## src/rtl/saph_fpu_pkg.sv

```systemverilog
// Shared types and constants for the FPU scheduler: opcodes, exception flag layout, owner tags.
package saph_fpu_pkg;

  localparam int unsigned FLAG_W  = 5;
  localparam int unsigned FLAG_NV = 4;
  localparam int unsigned FLAG_DZ = 3;
  localparam int unsigned FLAG_OF = 2;
  localparam int unsigned FLAG_UF = 1;
  localparam int unsigned FLAG_NX = 0;

  // Wide enough for an owner index of up to 16 requesters
  localparam int unsigned OWNER_W = 4;

  typedef enum logic [2:0] {
    OP_ADD  = 3'd0,
    OP_SUB  = 3'd1,
    OP_MUL  = 3'd2,
    OP_DIV  = 3'd3,
    OP_MIN  = 3'd4,
    OP_MAX  = 3'd5,
    OP_SQRT = 3'd6,
    OP_CMP  = 3'd7
  } fpu_op_e;

  typedef enum logic {
    ST_IDLE = 1'b0,
    ST_BUSY = 1'b1
  } sched_state_e;

  typedef struct packed {
    logic               valid;
    logic [OWNER_W-1:0] owner;
  } fpu_tag_t;

endpackage

```

## src/rtl/saph_rr_arbiter.sv

```systemverilog
// Combinational round-robin arbiter: first request at or after ptr_i, wrapping, via a
// double-width masked lowest-set-bit search.
module saph_rr_arbiter #(
  parameter  int unsigned N  = 4,
  localparam int unsigned IW = $clog2(N)
) (
  input  logic [N-1:0]  req_i,
  input  logic          enable_i,
  input  logic [IW-1:0] ptr_i,
  output logic [N-1:0]  gnt_o,
  output logic [IW-1:0] gnt_idx_o
);
  localparam int unsigned W2 = 2 * N;

  logic [W2-1:0] req_dbl;
  logic [W2-1:0] keep;
  logic [W2-1:0] masked;
  logic [W2-1:0] first;

  // Lower copy keeps only indices >= ptr; upper copy supplies the wrapped-around ones
  assign req_dbl = {req_i, req_i};
  assign keep    = {{N{1'b1}}, ~((N'(1) << ptr_i) - N'(1))};
  assign masked  = req_dbl & keep;
  assign first   = masked & ~(masked - W2'(1));

  assign gnt_o = enable_i ? (first[N-1:0] | first[W2-1:N]) : '0;

  always_comb begin
    gnt_idx_o = '0;
    for (int unsigned i = 0; i < N; i++) begin
      if (gnt_o[i]) gnt_idx_o = IW'(i);
    end
  end

endmodule

```

## src/rtl/saph_fpu_sched.sv

```systemverilog
// Round-robin scheduler sharing one fixed-latency FPU unit between N_REQ requesters.
// Each issued op carries an owner tag down a LAT-deep pipe so its result returns to the issuer.
module saph_fpu_sched
  import saph_fpu_pkg::*;
#(
  parameter int unsigned N_REQ     = 4,
  parameter int unsigned LAT       = 2,
  parameter bit          PIPELINED = 1'b1,
  parameter int unsigned OP_W      = 3,
  parameter int unsigned DW        = 32
) (
  input  logic                  clk,
  input  logic                  rst,
  input  logic [N_REQ-1:0]      req_valid,
  output logic [N_REQ-1:0]      req_ready,
  input  logic [N_REQ*OP_W-1:0] req_op,
  input  logic [N_REQ*DW-1:0]   req_a,
  input  logic [N_REQ*DW-1:0]   req_b,
  output logic [N_REQ-1:0]      rsp_valid,
  output logic [DW-1:0]         rsp_data,
  output logic [FLAG_W-1:0]     rsp_flags,
  output logic                  fpu_valid,
  output logic [OP_W-1:0]       fpu_op,
  output logic [DW-1:0]         fpu_a,
  output logic [DW-1:0]         fpu_b,
  input  logic                  fpu_res_valid,
  input  logic [DW-1:0]         fpu_res,
  input  logic [FLAG_W-1:0]     fpu_res_flags,
  output logic                  err
);
  localparam int unsigned IDX_W = $clog2(N_REQ);

  sched_state_e      state_q, state_d;
  logic [IDX_W-1:0]  ptr_q, ptr_d;
  fpu_tag_t          tag_q [LAT];
  fpu_tag_t          tag_d [LAT];
  fpu_tag_t          tail;
  logic [N_REQ-1:0]  rsp_valid_q, rsp_valid_d;
  logic [DW-1:0]     rsp_data_q, rsp_data_d;
  logic [FLAG_W-1:0] rsp_flags_q, rsp_flags_d;
  logic              err_q, err_d;

  logic              issue_en;
  logic              hs;
  logic [N_REQ-1:0]  gnt;
  logic [IDX_W-1:0]  gnt_idx;

  // A non-pipelined unit only takes a new op once the previous result is back
  assign issue_en = PIPELINED || (state_q == ST_IDLE);

  saph_rr_arbiter #(.N(N_REQ)) u_arb (
    .req_i     (req_valid),
    .enable_i  (issue_en),
    .ptr_i     (ptr_q),
    .gnt_o     (gnt),
    .gnt_idx_o (gnt_idx)
  );

  assign hs        = |gnt;
  assign req_ready = gnt;
  assign fpu_valid = hs;
  assign tail      = tag_q[LAT-1];

  always_comb begin
    fpu_op = '0;
    fpu_a  = '0;
    fpu_b  = '0;
    for (int unsigned i = 0; i < N_REQ; i++) begin
      if (gnt[i]) begin
        fpu_op = req_op[i*OP_W +: OP_W];
        fpu_a  = req_a[i*DW +: DW];
        fpu_b  = req_b[i*DW +: DW];
      end
    end
  end

  always_comb begin
    state_d = state_q;
    case (state_q)
      ST_IDLE: if (hs && !PIPELINED) state_d = ST_BUSY;
      ST_BUSY: if (fpu_res_valid)    state_d = ST_IDLE;
      default: state_d = ST_IDLE;
    endcase
  end

  always_comb begin
    ptr_d = ptr_q;
    if (hs) ptr_d = (gnt_idx == IDX_W'(N_REQ - 1)) ? '0 : gnt_idx + IDX_W'(1);
  end

  always_comb begin
    tag_d[0].valid = hs;
    tag_d[0].owner = OWNER_W'(gnt_idx);
    for (int unsigned i = 1; i < LAT; i++) begin
      tag_d[i] = tag_q[i-1];
    end
  end

  // Tail tag and unit strobe must agree; any disagreement drops the tag and flags an error
  always_comb begin
    rsp_valid_d = '0;
    rsp_data_d  = rsp_data_q;
    rsp_flags_d = rsp_flags_q;
    err_d       = err_q;
    if (tail.valid && fpu_res_valid) begin
      rsp_valid_d = N_REQ'(1) << tail.owner;
      rsp_data_d  = fpu_res;
      rsp_flags_d = fpu_res_flags;
    end else if (tail.valid != fpu_res_valid) begin
      err_d = 1'b1;
    end
  end

  always_ff @(posedge clk) begin
    if (rst) begin
      state_q     <= ST_IDLE;
      ptr_q       <= '0;
      rsp_valid_q <= '0;
      rsp_data_q  <= '0;
      rsp_flags_q <= '0;
      err_q       <= 1'b0;
      for (int unsigned i = 0; i < LAT; i++) begin
        tag_q[i] <= '0;
      end
    end else begin
      state_q     <= state_d;
      ptr_q       <= ptr_d;
      rsp_valid_q <= rsp_valid_d;
      rsp_data_q  <= rsp_data_d;
      rsp_flags_q <= rsp_flags_d;
      err_q       <= err_d;
      for (int unsigned i = 0; i < LAT; i++) begin
        tag_q[i] <= tag_d[i];
      end
    end
  end

  assign rsp_valid = rsp_valid_q;
  assign rsp_data  = rsp_data_q;
  assign rsp_flags = rsp_flags_q;
  assign err       = err_q;

endmodule
```

## config.mk

```make
export PLATFORM = sky130hd
export DESIGN_NAME = saph_fpu_sched
export DESIGN_NICKNAME = d
export VERILOG_FILES = /design/src/rtl/saph_fpu_pkg.sv /design/src/rtl/saph_rr_arbiter.sv /design/src/rtl/saph_fpu_sched.sv
export SDC_FILE = /design/constraint.sdc
export NUM_CORES = 1
export LEC_CHECK = 0
export CAP_MARGIN = 20
export CORE_AREA = 2 2 164 166
export CTS_CLUSTER_SIZE = 16
export DETAILED_ROUTE_END_ITERATION = 10
export DIE_AREA = 0 0 166 168
export GPL_TIMING_DRIVEN = 0
export PLACE_DENSITY_LB_ADDON = 0.12
export SYNTH_ARGS = -nofsm -noshare
export SYNTH_HDL_FRONTEND = slang
export SYNTH_HIERARCHICAL = 1
export SYNTH_SLANG_ARGS = --single-unit
```

## constraint.sdc

```tcl
create_clock -name clk -period 5 [get_ports clk]
set_input_delay 1.25 -clock clk [delete_from_list [all_inputs] [get_ports clk]]
set_output_delay 1.25 -clock clk [all_outputs]
set_load 0.02 [all_outputs]
```

---- Word level (Yosys, flattened, before mapping) ----
Memory sizes are Yosys's and may differ from the RTL's.
Index checks and enable logic that the tools add are counted.
word-level totals
  memories ................................ 1
  bits in writable memories ............... 10
  input bits .............................. 312
  register bits ........................... 44
  output and inout bits ................... 114
memory list
  name   words  bits a word  rd ports  clocked after Yosys merged registers in  write ports  RTL line              RTL
  tag_q  2      5            2         0                                        2            saph_fpu_sched.sv:35  fpu_tag_t tag_q [LAT];
cells by class
  add/subtract/negate cells ............... 3
  bitwise operators ....................... 8
  equal/unequal tests ..................... 2
  shift-type cells ........................ 2
  reductions and logical operators ........ 4
  multiplexer cells ....................... 21
operator list
  operator             count
  $mux 32              8
  $and 8x8->8          2
  $mux 3               4
  $mux 5               2
  $not 8->8            1
  $sub 8x1->8 const B  1
  $mux 2               3
  $mux 1               4
  $not 4->4            1
  $or 4x4->4           1
  $reduce_or 4->1      1
  $shl 1x2->4 const A  1
  $shl 1x4->4 const A  1
  $sub 4x2->4 const B  1
  $add 2x1->2 const B  1
  $eq 2x2->1 const B   1
  $or 1x1->1           2
  $reduce_and 2->1     1
  $reduce_or 2->1      1
  $logic_and 1x1->1    1
  $ne 1x1->1           1
  $not 1->1            1

---- Longest topological paths before layout ----
  depth in word-level cells ............... 13
  mapped depth ............................ 8
  depth with buffers taken out ............ 6

---- Cells and area by module ----
The synthesis kept the hierarchy.
by module, submodules not included
  module           times used  area each (um2)  seq. area each (um2)  cells each
  saph_fpu_sched   1           3206.8           1001.0                399
  saph_rr_arbiter  1           132.6            0.0                   19

---- Worst setup path before layout ----
OpenSTA, ideal clock, no wires.
  kind .................................... input-to-output
  start ................................... input port req_valid[1]
  end ..................................... output port fpu_op[1]
  slack ................................... 0.619 ns
  stages .................................. 6
  data arrival time ....................... 3.131 ns
  path through ............................ nor3b_1 > nand2b_1 > a21oi_1 > nor2_1 > buf_2 > a221oi_1
RTL lines
  item                  RTL line               RTL
  start, declared       saph_fpu_sched.sv:14   input logic [N_REQ-1:0] req_valid,
  $and 8x8->8           saph_rr_arbiter.sv:23  assign masked = req_dbl & keep;
  $sub 8x1->8           saph_rr_arbiter.sv:24  assign first = masked & ~(masked - W2'(1));
  $not 8->8             saph_rr_arbiter.sv:24
  $and 8x8->8           saph_rr_arbiter.sv:24
  $or 4x4->4            saph_rr_arbiter.sv:26  assign gnt_o = enable_i ? (first[N-1:0] | first[W2-1:N]) : '0;
  net req_ready[2]      saph_fpu_sched.sv:15   output logic [N_REQ-1:0] req_ready,
  $mux 3 (2 in series)  saph_fpu_sched.sv:69   if (gnt[i]) begin
  end, declared         saph_fpu_sched.sv:23   output logic [OP_W-1:0] fpu_op,
The timed path passes the listed nets, and every way through them passes these cells.

---- Worst setup path in the final report ----
  start ................................... input port req_valid[0]
  end ..................................... output port fpu_valid
on the way
  cells in the longest elaborated chain, start to end .. 6
ends and longest elaborated chain
  item               RTL line               RTL
  $and 8x8->8 *      saph_rr_arbiter.sv:23
  $sub 8x1->8        saph_rr_arbiter.sv:24
  $not 8->8          saph_rr_arbiter.sv:24
  $and 8x8->8 *      saph_rr_arbiter.sv:24
  $or 4x4->4 *       saph_rr_arbiter.sv:26
  $reduce_or 4->1 *  saph_fpu_sched.sv:59   assign hs = |gnt;
  end, declared      saph_fpu_sched.sv:22   output logic fpu_valid,
Every way passes the cells marked *; elsewhere a longest branch is shown, timed or not.

==> summary.json <==
{
  "rows": 60,
  "hold_class": "reg2reg",
  "critical_path.reg2reg.startpoint": "ptr_q[1]$_SDFFE_PP0P_",
  "postSynthRegisterBits": 50,
  "post-dp-hpwl_mm": 18.3,
  "placement.io_buffers": 425,
  "first_pass_iters": 4,
  "grt_max_degree": 16,
  "reg2reg_setup_slack_ns": 3.05,
  "reg2reg_depth": 8,
  "postSynthCellCount": 418,
  "h-tree-depth": 2,
  "final_clock_skew_ns": 0.00393,
  "ys_warn_count": 6,
  "timing_worst_slew_pin_value_ns": 0.530,
  "cts-buffers-inserted": 5,
  "run_status": "finished clean",
  "p_per_area_nw_per_um2": 191,
  "post-route-worst-setup-slack_ns": 0.176,
  "report.final.hold_viol_count": 0,
  "timing.critical_path.required_ns": 3.75,
  "cell_area_after_synthesis_sq_um": 3340,
  "number_of_buffer_and_inverter_stages_on_the_critical_path": 6,
  "max_stage_delay_ns": 0.58,
  "tritoncts": "yes",
  "clock_sinks": 50,
  "finalInstanceArea_sq_um": 8250,
  "dieHeight_um": 168,
  "placed_area_sq_um": 8030,
  "number_of_global_route_vias_before_repair": 5454,
  "finalPower_uw": 1580,
  "flow.area_growth_from_synthesis_pct": 147,
  "root_buffer": "sky130_fd_sc_hd__clkbuf_16",
  "post_route_cells_drive_above_1_share_pct": 8.63,
  "static-leakage-power_uw": 0.00319,
  "peakVddDrop_mv": 0.177,
  "design.die.area_sq_um": 27900,
  "setup-violations-final": 0,
  "critPathArrivalTime_ns": 3.57,
  "r2r-end": "ptr_q[1]$_SDFFE_PP0P_",
  "max_clock_freq_mhz": 207,
  "detail_route.drc_violations": 0,
  "final_max_slew_viol_count": 0,
  "detail_route.wl_per_cell_um": 18.3,
  "worstSetupPathDepth": 9,
  "clk_pin_slew_ns": 0.07,
  "cp-start-kind": "input pin",
  "detailroute.via_count": 5055,
  "path_cells": "clkdlybuf4s50_1 > inv_1 > o311ai_4 > buf_4 > nor2_4 > buf_4 > nor4_4 > inv_1 > clkdlybuf4s50_1",
  "critPathTopFamily": "buffers and inverters",
  "syn_avg_cell_area_sq_um": 7.99,
  "die_width_um": 166,
  "final_net_count": 1170,
  "wire_length_of_the_first_global_routing_pass_mm": 32.5,
  "ys_types": 36,
  "track_usage_pct": 14.9,
  "post_placement_worst_setup_slack_ns": -0.490,
  "antenna_left": 0,
  "period_needed_ns": 4.82,
  "route.final.wire_length_mm": 22.0,
  "top_fanout_value_on_the_critical_path": 6,
  "timing_worst_setup_path_type": "in2out",
  "holdPathStages": 1,
  "end_kind": "output port",
  "critical-path-slowest-cell": "sky130_fd_sc_hd__clkdlybuf4s50_1",
  "core_area_sq_um": 26400,
  "clock_tree.buffer_depth": 2,
  "cp-endpoint": "fpu_valid",
  "register_area_share_after_synthesis_pct": 30.0,
  "clk_latency_ns": 0.29,
  "grt_remaining_overflow": 0,
  "vias_per_instance": 4.20,
  "max_cap_viols": 0,
  "slew-limit-headroom_pct": 64.6,
  "grt_antenna_before_repair": 5,
  "worstSetupStartpoint": "req_valid[0]",
  "final.period_utilization_pct": 96.5,
  "globalplace.congestion": 0.795,
  "initialDrtViolationCount": 130,
  "initial_core_util_pct": 12.7,
  "i_o_pin_count": 426,
  "rsz0062_at_grt": "yes"
}
## cell usage after synthesis
master / instances / area share [%]
sky130_fd_sc_hd__nor4b_1: 1 / 0.26
sky130_fd_sc_hd__o311ai_2: 1 / 0.49
sky130_fd_sc_hd__nor4bb_1: 2 / 0.60
sky130_fd_sc_hd__nor2b_1: 5 / 0.94
sky130_fd_sc_hd__dfxtp_1: 50 / 30
sky130_fd_sc_hd__mux2i_1: 38 / 11
sky130_fd_sc_hd__o22ai_1: 67 / 13
sky130_fd_sc_hd__a221oi_1: 1 / 0.26
sky130_fd_sc_hd__a21oi_2: 1 / 0.26
sky130_fd_sc_hd__and3_1: 1 / 0.19
sky130_fd_sc_hd__a21oi_1: 68 / 10
sky130_fd_sc_hd__conb_1: 1 / 0.11
sky130_fd_sc_hd__nor4_4: 1 / 0.64
sky130_fd_sc_hd__buf_2: 25 / 3.7
sky130_fd_sc_hd__o21ai_0: 1 / 0.15
sky130_fd_sc_hd__a2bb2oi_1: 1 / 0.26
sky130_fd_sc_hd__a22oi_1: 66 / 15
sky130_fd_sc_hd__nor3b_1: 2 / 0.45
sky130_fd_sc_hd__nor2_1: 44 / 4.9
sky130_fd_sc_hd__o21a_1: 1 / 0.22
sky130_fd_sc_hd__nand3b_1: 1 / 0.22
sky130_fd_sc_hd__o21bai_1: 1 / 0.22
sky130_fd_sc_hd__o2111a_1: 1 / 0.34
sky130_fd_sc_hd__ha_1: 2 / 0.75
sky130_fd_sc_hd__and4b_1: 1 / 0.30
sky130_fd_sc_hd__or3_1: 1 / 0.19
sky130_fd_sc_hd__buf_6: 1 / 0.34
sky130_fd_sc_hd__inv_1: 4 / 0.45
sky130_fd_sc_hd__nor2b_4: 1 / 0.41
sky130_fd_sc_hd__buf_4: 6 / 1.3
sky130_fd_sc_hd__nand2b_1: 3 / 0.56
sky130_fd_sc_hd__clkbuf_1: 12 / 1.3
sky130_fd_sc_hd__a21bo_2: 1 / 0.30
sky130_fd_sc_hd__nand2_1: 3 / 0.34
sky130_fd_sc_hd__a31oi_1: 1 / 0.19
sky130_fd_sc_hd__buf_1: 2 / 0.22
## timing repair
item,in CTS,in global routing
gates resized for setup,88,53
endpoints found under the setup margin,67,55
pin swaps,1,3
buffers inserted,1,3
hold buffers,0,0
## worst min-delay path by stage
stage	from	endpoint	slack (ns)
after global placement	tag_q[0][1]$_SDFF_PP0_	tag_q[0][6]$_SDFF_PP0_	0.42
final	tag_q[0][0]$_SDFF_PP0_	tag_q[0][5]$_SDFF_PP0_	0.44
after floorplan	tag_q[0][0]$_SDFF_PP0_	tag_q[0][5]$_SDFF_PP0_	0.41
after detailed placement	tag_q[0][1]$_SDFF_PP0_	tag_q[0][6]$_SDFF_PP0_	0.43
after CTS	tag_q[0][1]$_SDFF_PP0_	tag_q[0][6]$_SDFF_PP0_	0.44
after global routing	tag_q[0][1]$_SDFF_PP0_	tag_q[0][6]$_SDFF_PP0_	0.46
## logic make-up (layout without fill, tap and decap cells)
group | count (synthesis) | in the layout | share of synthesized area, %
fa+ha+maj | 2 | 2 | 0.749
other cells | 1 | 8 | 0.112
mux | 38 | 38 | 11.4
buf+inv | 50 | 487 | 7.46
simple gates | 66 | 66 | 10.0
flops | 50 | 50 | 30.0
compound gates | 211 | 211 | 40.3
## routing by layer
metal / vias up / global-route usage, % / part of all wire (%)
li1: 2500 / - / -
met1: 2298 / 15.5 / 37
met2: 229 / 27.6 / 51
met3: 28 / 5.57 / 9.2
met4: 0 / 5.14 / 2.4
met5: - / 0 / 0
## placed cells by master, fill, tap and decap left out, types with 5 or more instances in the layout
| cell type | Yosys | routed |
|---|---|---|
| sky130_fd_sc_hd__clkdlybuf4s15_1 | 0 | 12 |
| sky130_fd_sc_hd__a22oi_1 | 66 | 66 |
| sky130_fd_sc_hd__clkbuf_16 | 0 | 5 |
| sky130_fd_sc_hd__nor2_1 | 44 | 42 |
| sky130_fd_sc_hd__dlymetal6s2s_1 | 0 | 11 |
| sky130_fd_sc_hd__dfxtp_1 | 50 | 50 |
| sky130_fd_sc_hd__o22ai_1 | 67 | 67 |
| sky130_fd_sc_hd__mux2i_1 | 38 | 38 |
| sky130_fd_sc_hd__clkbuf_4 | 0 | 6 |
| sky130_fd_sc_hd__dlygate4sd2_1 | 0 | 30 |
| sky130_fd_sc_hd__clkbuf_2 | 0 | 17 |
| sky130_fd_sc_hd__buf_2 | 25 | 10 |
| sky130_fd_sc_hd__clkdlybuf4s50_1 | 0 | 358 |
| sky130_fd_sc_hd__buf_4 | 6 | 21 |
| sky130_fd_sc_hd__clkbuf_1 | 12 | 6 |
| sky130_fd_sc_hd__a21oi_1 | 68 | 67 |
| sky130_fd_sc_hd__diode_2 | 0 | 5 |
| sky130_fd_sc_hd__nor2b_1 | 5 | 5 |
## registers in the layout, indices dropped and copies added (netlist names)
name / cells
ptr_q: 2
rsp_valid: 4
err: 1
rsp_flags: 5
rsp_data: 32
tag_q: 6
## final cells by class
type | count | area [sq um]
Fill cell | 2868 | 18100
Timing Repair Buffer | 429 | 4210
Multi-Input combinational cell | 320 | 2140
Sequential cell | 50 | 1000
Tap cell | 341 | 427
Buffer | 46 | 284
Clock buffer | 5 | 125
Clock inverter | 3 | 40.0
Inverter | 4 | 15.0
Antenna cell | 5 | 12.5
## power breakdown
group / internal [uW] / switching (uW)
Combinational: 418 / 354
Sequential: 411 / 9.27
Clock: 234 / 151
## through the flow
| stage | hold slack (ns) | cells | utilization, % | TNS (ns) |
|---|---|---|---|---|
| 3_5_place_dp | 0.428 | 1186 | 30.5 | -23.80 |
| 2_1_floorplan | 0.414 | 420 | - | 0 |
| 6_report | 0.435 | 1203 | 31.3 | 0 |
| 5_1_grt | 0.461 | 1203 | 31.3 | -0.0167 |
| 4_1_cts | 0.445 | 1195 | 31.2 | 0 |
| 3_3_place_gp | 0.422 | 1186 | 30.5 | -24.88 |
Note: power is estimated with default switching activity, not from simulation.
